==> src/rtl/drone_pkg.sv <==
// Shared RC channel constants, decoder FSM states
// and the microsecond-to-stick-position scaling.
package drone_pkg;

  typedef enum logic [1:0] {
    ST_SYNC,
    ST_WAIT_RISE,
    ST_MEASURE
  } rc_state_e;

  localparam int unsigned RC_CENTER_US  = 1500;
  localparam int unsigned RC_OFFSET_US  = 1000;
  localparam int unsigned RC_SPAN       = 1000;

  localparam int unsigned RC_CLK_PER_US = 12;
  localparam int unsigned RC_MIN_US     = 900;
  localparam int unsigned RC_MAX_US     = 2100;
  localparam int unsigned RC_TIMEOUT_US = 50000;
  localparam int unsigned RC_RECOVER    = 3;

  localparam int unsigned RC_US_W       = 12;
  localparam logic [RC_US_W-1:0] RC_US_SAT = '1;

  function automatic logic [9:0] rc_scale(
    input logic [RC_US_W-1:0] w
  );
    logic [RC_US_W-1:0] d;
    d = w - RC_US_W'(RC_OFFSET_US);
    if (w < RC_US_W'(RC_OFFSET_US)) return '0;
    if (d > RC_US_W'(RC_SPAN)) return 10'(RC_SPAN);
    return d[9:0];
  endfunction

endpackage

==> src/rtl/rc_input_sync.sv <==
// Two-flop synchronizer for the RC channel input
// plus a history flop for rise/fall detection.
module rc_input_sync (
  input  logic clk,
  input  logic rst,
  input  logic pwm_in,
  output logic level,
  output logic rise,
  output logic fall
);

  logic meta_q, meta_d;
  logic sync_q, sync_d;
  logic prev_q, prev_d;

  always_comb begin
    meta_d = pwm_in;
    sync_d = meta_q;
    prev_d = sync_q;
  end

  always_ff @(posedge clk) begin
    if (rst) begin
      meta_q <= 1'b0;
      sync_q <= 1'b0;
      prev_q <= 1'b0;
    end else begin
      meta_q <= meta_d;
      sync_q <= sync_d;
      prev_q <= prev_d;
    end
  end

  assign level = sync_q;
  assign rise  = sync_q & ~prev_q;
  assign fall  = ~sync_q & prev_q;

endmodule

==> src/rtl/rc_pulse_decoder.sv <==
// RC servo pulse decoder: measures high time in us,
// publishes 0..1000 stick values, handles failsafe.
module rc_pulse_decoder
  import drone_pkg::*;
#(
  parameter int unsigned CLK_PER_US     = RC_CLK_PER_US,
  parameter int unsigned MIN_US         = RC_MIN_US,
  parameter int unsigned MAX_US         = RC_MAX_US,
  parameter int unsigned TIMEOUT_US     = RC_TIMEOUT_US,
  parameter int unsigned RECOVER_PULSES = RC_RECOVER,
  parameter logic [9:0]  FAILSAFE_VALUE = 10'd0
) (
  input  logic       clk,
  input  logic       rst,
  input  logic       pwm_in,
  output logic [9:0] value,
  output logic       value_valid,
  output logic       failsafe,
  output logic       pulse_err
);

  localparam int unsigned PW = $clog2(CLK_PER_US + 2);
  localparam int unsigned GW = $clog2(RECOVER_PULSES + 1);
  localparam int unsigned UW = RC_US_W;

  localparam logic [PW-1:0] PRE_TOP  = PW'(CLK_PER_US - 1);
  // two extra low samples flush the reset-cleared synchronizer
  localparam logic [PW-1:0] SYNC_TOP = PW'(CLK_PER_US + 1);
  localparam logic [UW-1:0] MIN_W    = UW'(MIN_US);
  localparam logic [UW-1:0] MAX_W    = UW'(MAX_US);
  localparam logic [15:0]   TOUT     = 16'(TIMEOUT_US);
  localparam logic [GW-1:0] GOOD_LAST = GW'(RECOVER_PULSES - 1);

  logic lvl, rise, fall;

  rc_input_sync u_sync (
    .clk    (clk),
    .rst    (rst),
    .pwm_in (pwm_in),
    .level  (lvl),
    .rise   (rise),
    .fall   (fall)
  );

  rc_state_e     state_q, state_d;
  logic [PW-1:0] pre_q, pre_d;
  logic [UW-1:0] us_q, us_d, us_inc;
  logic [UW-1:0] width_q, width_d;
  logic          eval_q, eval_d;
  logic [PW-1:0] tpre_q, tpre_d;
  logic [15:0]   tout_q, tout_d;
  logic [GW-1:0] good_q, good_d;
  logic [9:0]    value_q, value_d;
  logic          vv_q, vv_d;
  logic          fs_q, fs_d;
  logic          err_q, err_d;
  logic          tout_hit, pulse_ok;

  always_comb begin
    state_d = state_q;
    pre_d   = pre_q;
    us_d    = us_q;
    width_d = width_q;
    eval_d  = 1'b0;
    us_inc  = (us_q == RC_US_SAT) ? us_q : us_q + 1'b1;
    unique case (state_q)
      ST_SYNC: begin
        if (lvl) begin
          pre_d = '0;
        end else if (pre_q == SYNC_TOP) begin
          pre_d   = '0;
          state_d = ST_WAIT_RISE;
        end else begin
          pre_d = pre_q + 1'b1;
        end
      end
      ST_WAIT_RISE: begin
        if (rise) begin
          pre_d   = '0;
          us_d    = '0;
          state_d = ST_MEASURE;
        end
      end
      ST_MEASURE: begin
        if (pre_q == PRE_TOP) begin
          pre_d = '0;
          us_d  = us_inc;
        end else begin
          pre_d = pre_q + 1'b1;
        end
        // the fall cycle itself still counts toward the width
        if (fall) begin
          width_d = us_d;
          eval_d  = 1'b1;
          state_d = ST_WAIT_RISE;
        end
      end
      default: state_d = ST_SYNC;
    endcase
  end

  always_comb begin
    tpre_d  = tpre_q + 1'b1;
    tout_d  = tout_q;
    good_d  = good_q;
    value_d = value_q;
    vv_d    = 1'b0;
    err_d   = 1'b0;
    fs_d    = fs_q;
    if (tpre_q == PRE_TOP) begin
      tpre_d = '0;
      if (tout_q != TOUT) tout_d = tout_q + 1'b1;
    end
    tout_hit = (tout_q != TOUT) && (tout_d == TOUT);
    pulse_ok = eval_q && (width_q >= MIN_W)
               && (width_q <= MAX_W);
    if (eval_q && !pulse_ok) begin
      err_d = 1'b1;
      if (fs_q) good_d = '0;
    end
    if (pulse_ok) begin
      tpre_d = '0;
      tout_d = '0;
      if (!fs_q) begin
        value_d = rc_scale(width_q);
        vv_d    = 1'b1;
      end else if (good_q == GOOD_LAST) begin
        fs_d    = 1'b0;
        good_d  = '0;
        value_d = rc_scale(width_q);
        vv_d    = 1'b1;
      end else begin
        good_d = good_q + 1'b1;
      end
    end else if (tout_hit) begin
      fs_d    = 1'b1;
      value_d = FAILSAFE_VALUE;
      vv_d    = 1'b1;
      good_d  = '0;
    end
  end

  always_ff @(posedge clk) begin
    if (rst) begin
      state_q <= ST_SYNC;
      pre_q   <= '0;
      us_q    <= '0;
      width_q <= '0;
      eval_q  <= 1'b0;
      tpre_q  <= '0;
      tout_q  <= '0;
      good_q  <= '0;
      value_q <= FAILSAFE_VALUE;
      vv_q    <= 1'b0;
      fs_q    <= 1'b1;
      err_q   <= 1'b0;
    end else begin
      state_q <= state_d;
      pre_q   <= pre_d;
      us_q    <= us_d;
      width_q <= width_d;
      eval_q  <= eval_d;
      tpre_q  <= tpre_d;
      tout_q  <= tout_d;
      good_q  <= good_d;
      value_q <= value_d;
      vv_q    <= vv_d;
      fs_q    <= fs_d;
      err_q   <= err_d;
    end
  end

  assign value       = value_q;
  assign value_valid = vv_q;
  assign failsafe    = fs_q;
  assign pulse_err   = err_q;

endmodule

==> config.mk <==
export PLATFORM = sky130hd
export DESIGN_NAME = rc_pulse_decoder
export DESIGN_NICKNAME = d
export VERILOG_FILES = /design/src/rtl/drone_pkg.sv /design/src/rtl/rc_input_sync.sv /design/src/rtl/rc_pulse_decoder.sv
export SDC_FILE = /design/constraint.sdc
export NUM_CORES = 1
export LEC_CHECK = 0
export CORE_MARGIN = 4
export CORE_UTILIZATION = 50
export CTS_CLUSTER_DIAMETER = 40
export DETAILED_ROUTE_END_ITERATION = 12
export GPL_ROUTABILITY_DRIVEN = 0
export MAX_ROUTING_LAYER = met4
export PLACE_DENSITY = 0.68
export SYNTH_ARGS = -nofsm -noshare
export SYNTH_HDL_FRONTEND = slang
export SYNTH_SLANG_ARGS = --single-unit
==> constraint.sdc <==
create_clock -name clk -period 3.15 [get_ports clk]
set_input_delay 0.315 -clock clk [delete_from_list [all_inputs] [get_ports clk]]
set_output_delay 0.315 -clock clk [all_outputs]
set_load 0.005 [all_outputs]
[Word level (Yosys, flattened, before mapping)]
Cells that the tools add are included.
Word-level totals
  bits in registers: 69
  output and inout port bits: 13
Cells by class
  $add $sub $neg: 6
  $lt $le $gt $ge: 4
  equal/unequal tests: 14
  mux-type cells: 56
  bitwise logic cells: 5
  reduce and logical (&&, ||, !) cells: 17
Operators with widths (count)
  two-way mux 10 bit: 10
  two-way mux 12 bit: 3
  two-way mux 16 bit: 2
  two-way mux 1 bit: 24
  one-hot mux 12 bit (2 select lines): 1
  two-way mux 2 bit: 10
  adder 16 x 1 -> 16 bit, second input constant: 1
  equality test 16 bit, second input constant: 1
  two-way mux 4 bit: 4
  inequality test 16 bit, second input constant: 1
  adder 12 x 1 -> 12 bit, second input constant: 1
  equality test 12 bit, second input constant: 1
  equality test 4 bit, second input constant: 3
  >= comparator 12 x 10 -> 1 bit, second input constant: 1
  greater-than comparator 12 x 10 -> 1 bit, second input constant: 1
  less-or-equal comparator 12 bit, second input constant: 1
  < comparator 12 x 10 -> 1 bit, second input constant: 1
  one-hot mux 4 bit (3 select lines): 1
  subtractor 12 x 10 -> 12 bit, second input constant: 1
  adder 4 x 1 -> 4 bit, second input constant: 2
  inequality test 2 bit, second input constant: 4
  AND reduction 2 bit: 4
  one-hot mux 2 bit (3 select lines): 1
  equality test 2 bit, second input constant: 2
  other kinds (13): 21

[Longest topological paths before layout]
Gate-level depths: netlist (run 1).
  word-level depth: 14
  depth in mapped cells: 10
  gate-level depth less buffers: 9

[Hierarchy]
From an unflattened synthesis (run 1), not the netlist that was laid out.
Unflattened totals
  cell total of the unflattened synthesis: 481
  area, all modules: 3849.9 sq um
Modules (own cells, without submodules)
  rc_pulse_decoder: times used 1, cells each 473, area an instance 3758.6 sq um, sequential area each 1321.3 sq um
  rc_input_sync: times used 1, cells each 8, area an instance 91.3 sq um, sequential area each 60.1 sq um

[Worst setup path before layout (run 1)]
No wires, ideal clock.
  path kind: reg2reg
  from: reg tout_q[1]
  to: reg value_q[0], in the netlist value[0]
  arrival: 2.301 ns
  path slack: 0.732 ns
  cell stages (with the launch flop): 10
  path buffers: 1
  period minus slack after synthesis: 2.418 ns
  cells stage by stage: dfxtp_1 > ha_1 > clkbuf_1 > inv_1 > or4_4 > xnor2_2 > nand2_1 > nor4_2 > nor3_1 > a32o_1
On the way
  cells in the longest elaborated chain, start to end: 7
  elaborated cells on any way between the ends: 8
RTL lines
  start: declaration: line rc_pulse_decoder.sv:51  | logic [15:0] tout_q, tout_d;
  start signal: assignment: line rc_pulse_decoder.sv:164  | tout_q <= tout_d;
  adder 16 x 1 -> 16 bit / inequality test 16 bit (equally long branches): line rc_pulse_decoder.sv:112, rc_pulse_decoder.sv:114
  two-way mux 16 bit: line rc_pulse_decoder.sv:112  | if (tout_q != TOUT) tout_d = tout_q + 1'b1;
  two-way mux 16 bit: line rc_pulse_decoder.sv:110  | if (tpre_q == PRE_TOP) begin
  equality test 16 bit: line rc_pulse_decoder.sv:114  | tout_hit = (tout_q != TOUT) && (tout_d == TOUT);
  logical AND 1 bit *: line rc_pulse_decoder.sv:114
  nonzero test 2 bit (no line) *
  AND reduction 2 bit (no line) *
  end signal: assignment: line rc_pulse_decoder.sv:166  | value_q <= value_d;
  end: declaration: line rc_pulse_decoder.sv:53  | logic [9:0] value_q, value_d;
Every way passes the cells marked *; elsewhere a longest branch is shown, timed or not.
A chain may end at the register's enable or synchronous reset.

[Worst setup path after layout (run 1)]
  from: reg tout_q[0]
  to: reg value_q[3], in the netlist value[3]
Same word-level chain as after synthesis.

==> results of run 1 <==
==> flip-flops by register name, indices dropped and copies added, names as in the netlist, 2 cells and up <==
signal / count
tout_q: 16
tpre_q: 4
value: 10
width_q: 12
state_q: 2
pre_q: 4
us_q: 12
good_q: 2
==> stage by stage <==
stage | total power [mW] | hold slack [ns] | worst slack [ns] | std cells | util [%]
after global placement | 1.09 | 0.432 | 0.563 | 538 | 54.3
after global routing | 2.14 | 0.474 | 0.246 | 554 | 58.0
after floorplan | 1.06 | 0.414 | 0.732 | 442 | -
after detailed placement | 1.10 | 0.434 | 0.449 | 538 | 54.3
final | 2.04 | 0.448 | 0.451 | 554 | 58.0
after CTS | 2.07 | 0.452 | 0.433 | 554 | 58.0
==> power by group through the flow <==
stage / Combinational [mW] / Sequential, mW / Clock (mW)
floorplan: 0.128 / 0.935 / 0
global placement: 0.150 / 0.939 / 0
detailed placement: 0.157 / 0.941 / 0
CTS: 0.158 / 0.920 / 0.991
global route: 0.180 / 0.926 / 1.04
finish: 0.155 / 0.920 / 0.965
==> worst paths after layout <==
check	start	end
max	tout_q[0]	value[3]
max reg2reg	tout_q[0]	value[3]
min	tpre_q[0]	tpre_q[0]
min reg2reg	tpre_q[0]	tpre_q[0]
==> kinds of logic (layout without fill, tap and decap cells) <==
| kind of cell | after synthesis | count (layout) |
|---|---|---|
| AOI/OAI and AO/OA | 92 | 92 |
| and+or+nand+nor | 188 | 188 |
| adders and majority gates | 13 | 13 |
| xor gates and xnor gates | 31 | 31 |
| DFF | 69 | 69 |
| muxes | 10 | 10 |
| buffers and inverters | 39 | 52 |
==> final cells by class <==
| class | count | area (µm²) | area share (%) |
|---|---|---|---|
| clock buffer | 9 | 124 | 2.94 |
| clock inverter | 7 | 146 | 3.48 |
| inverter | 17 | 63.8 | 1.52 |
| multi-input combinational | 334 | 2190 | 52.0 |
| sequential | 69 | 1380 | 32.8 |
| tap | 99 | 124 | 2.94 |
| timing repair buffer | 19 | 180 | 4.28 |
==> synthesized netlist by cell type (10+ instances only) <==
cell type | instances | area, µm²
xor2_1 | 13 | 114
nand3_1 | 14 | 70.1
a211oi_1 | 10 | 75.1
nand2b_1 | 16 | 100
ha_1 | 13 | 163
xnor2_1 | 17 | 149
inv_1 | 17 | 63.8
o21ai_0 | 12 | 60.1
nand2_1 | 27 | 101
nor2_1 | 65 | 244
nor3_1 | 10 | 50.1
clkbuf_1 | 17 | 63.8
a21oi_1 | 22 | 110
mux2i_1 | 10 | 100
dfxtp_1 | 69 | 1380
==> layer usage <==
layer | routed length (µm) | vias to the layer above | GRT usage, %
met5 | 0 | - | -
met4 | 74 | 0 | 7.58
met3 | 322 | 6 | 4.30
met2 | 3330 | 53 | 28.6
met1 | 3640 | 1420 | 23.4
li1 | - | 1592 | -
==> run_results.csv, run 1 <==
group,metric,value,unit
status,status,"finished, final reports clean",
worst_setup_path,path_class,"flip-flop to flip-flop",
yosys,avgSynthCellArea,8.44,µm²
clock_tree,cts.htree.levels,3,
job,max-cap-violations,0,
floorplan,start_util,51.4,%
grt,grt_use_total,18.5,%
worst_setup_path,crit_chain,"inv_1 -> ha_1 -> or4_1 -> o41ai_1 -> nand3_1 -> nor4_4 -> or2_1 -> a32o_1",
routing,via_per_inst,5.54,
pwr,max-vdd-ir-drop,0.000304,V
clock_tree,cts-root-buf,"clkbuf_8",
clock_tree,postCtsSetupBuffers,0,
final_layout,fin_area,4210,µm²
floorplan,coreArea,7250,µm²
clock_tree,worst_skew_pair.late_latency,0.34,ns
worst_setup_path,crit_family,"simple AND/OR/NAND/NOR gates",
sta,drv_slew,0,
yosys,synth_edf_count,0,
worst_setup_path,crit_cells,8,
routing,antenna_left,0,
yosys,synthSimpleGateAreaFrac,27.6,%
yosys,synth-seq-cells,69,
sta,finalHoldViolCount,0,
final_layout,area_growth,12.9,%
min_path,worstHoldPathCells,1,
floorplan,die_w,94.4,µm
clock_tree,cts_tree,"yes",
final_layout,final_common_cell,"dfxtp_1",
pwr,p_per_area,485,nW/µm²
routing,initialDrtViolationCount,156,
yosys,synth_top_flop_cell,"dfxtp_1",
sta,period_minus_slack,2.70,ns
clock_tree,clkTransAtPathRegs,0.08,ns
final_layout,mostFrequentLayoutCells,"dfxtp_1, nor2_1, nand2_1",
placed_design,io_buffers,15,
sta,max-slew-margin-rel,46.0,%
worst_setup_path,reg2reg_slack,0.45,ns
clock_tree,cts_resized,0,
grt,antenna_found_initial,0,
yosys,synthCells,442,
clock_tree,cts.sinks,69,
placed_design,placed_area,3940,µm²
yosys,synth_fp_nets,458,
min_path,hold_path.class,"flip-flop to flip-flop",
sta,tns,0,ns
clock_tree,numCtsBuffers,9,
pwr,leakage,1.47,nW
routing,route.detailed.drc,0,
routing,vias,3071,
sta,rsz0062_at_grt,"no",
floorplan,die_h,94.4,µm
sta,setup_violations,0,
worst_setup_path,critical_path_arrival,2.98,ns
grt,first_global_vias,2853,
worst_setup_path,worst-path-buf-inv,1,
worst_setup_path,cp_slowest_cell,"or4_1",
placed_design,place_hpwl,5310,µm
worst_setup_path,crit_path_end_kind,"flip-flop",
yosys,yosys.area_share.xor_xnor,7.48,%
routing,wire_per_inst,13.3,µm
final_layout,diodes,0,
yosys,async_reset_ff_share,0,%
floorplan,io_pins,16,
worst_setup_path,ff2ff_path_depth,8,
sta,maxClockFrequency,371,MHz
sta,finClkSkew,0.00561,ns
floorplan,dieArea,8900,µm²
pwr,pwr-share-seq,45.1,%
final_layout,drive_gt1_share,7.25,%
pwr,p_sw,0.467,mW
pwr,combPwrFrac,7.6,%
pwr,p_clk_share,47.3,%
clock_tree,cts_buffer_depth,2,
sta,min_period_over_period,85.7,%
worst_setup_path,worst_setup_path_start_kind,"flip-flop",
grt,grt_first_pass_wirelength,12900,µm
yosys,synthAdderAreaFrac,4.36,%
worst_setup_path,cp_data_required_time,3.43,ns
final_layout,layout.nets,466,
worst_setup_path,crit_path_max_incr_delay,0.50,ns
grt,grt-ovfl-total,0,
pwr,power.share.switching,22.9,%
routing,dr.pass1.iters,4,
pwr,cell_internal_pwr,1.57,mW
yosys,muxShareOfSynthArea,2.68,%
sta,tightest_slew,0.810,ns
yosys,ys_types,63,
grt,grt_max_degree,36,
final_layout,num-fill-cells,668,
floorplan,row_count,31,
yosys,synth-compound-area-share,16.6,%
worst_setup_path,critPathMaxFanout,11,
yosys,synth_area,3730,µm²
yosys,yosysWarnings,0,
routing,wl,7370,µm
yosys,synth_top_family_by_area,"simple AND/OR/NAND/NOR gates",
clock_tree,ctsHoldBuffers,0,
yosys,ys_seq_area_share,37.0,%
Power figures use the tool's default switching activity.
==> inputs of run 2 (changes only) <==
--- a/config.mk
+++ b/config.mk
@@ -5,6 +5,7 @@
 export SDC_FILE = /design/constraint.sdc
 export NUM_CORES = 1
 export LEC_CHECK = 0
+export ABC_CLOCK_PERIOD_IN_PS = 3150
 export CORE_MARGIN = 4
 export CORE_UTILIZATION = 50
 export CTS_CLUSTER_DIAMETER = 40
==> results of run 2 <==
No change in the layout: final DEF, timing and power equal those of run 1.
==> inputs of run 3 (changes only) <==
--- a/config.mk
+++ b/config.mk
@@ -8,7 +8,7 @@
 export ABC_CLOCK_PERIOD_IN_PS = 3150
 export CORE_MARGIN = 4
 export CORE_UTILIZATION = 50
-export CTS_CLUSTER_DIAMETER = 40
+export CTS_BUF_LIST = sky130_fd_sc_hd__clkbuf_2 sky130_fd_sc_hd__clkbuf_4 sky130_fd_sc_hd__clkbuf_8
 export DETAILED_ROUTE_END_ITERATION = 12
 export GPL_ROUTABILITY_DRIVEN = 0
 export MAX_ROUTING_LAYER = met4
==> results of run 3 <==
No change in the layout: final DEF, timing and power equal those of run 1.
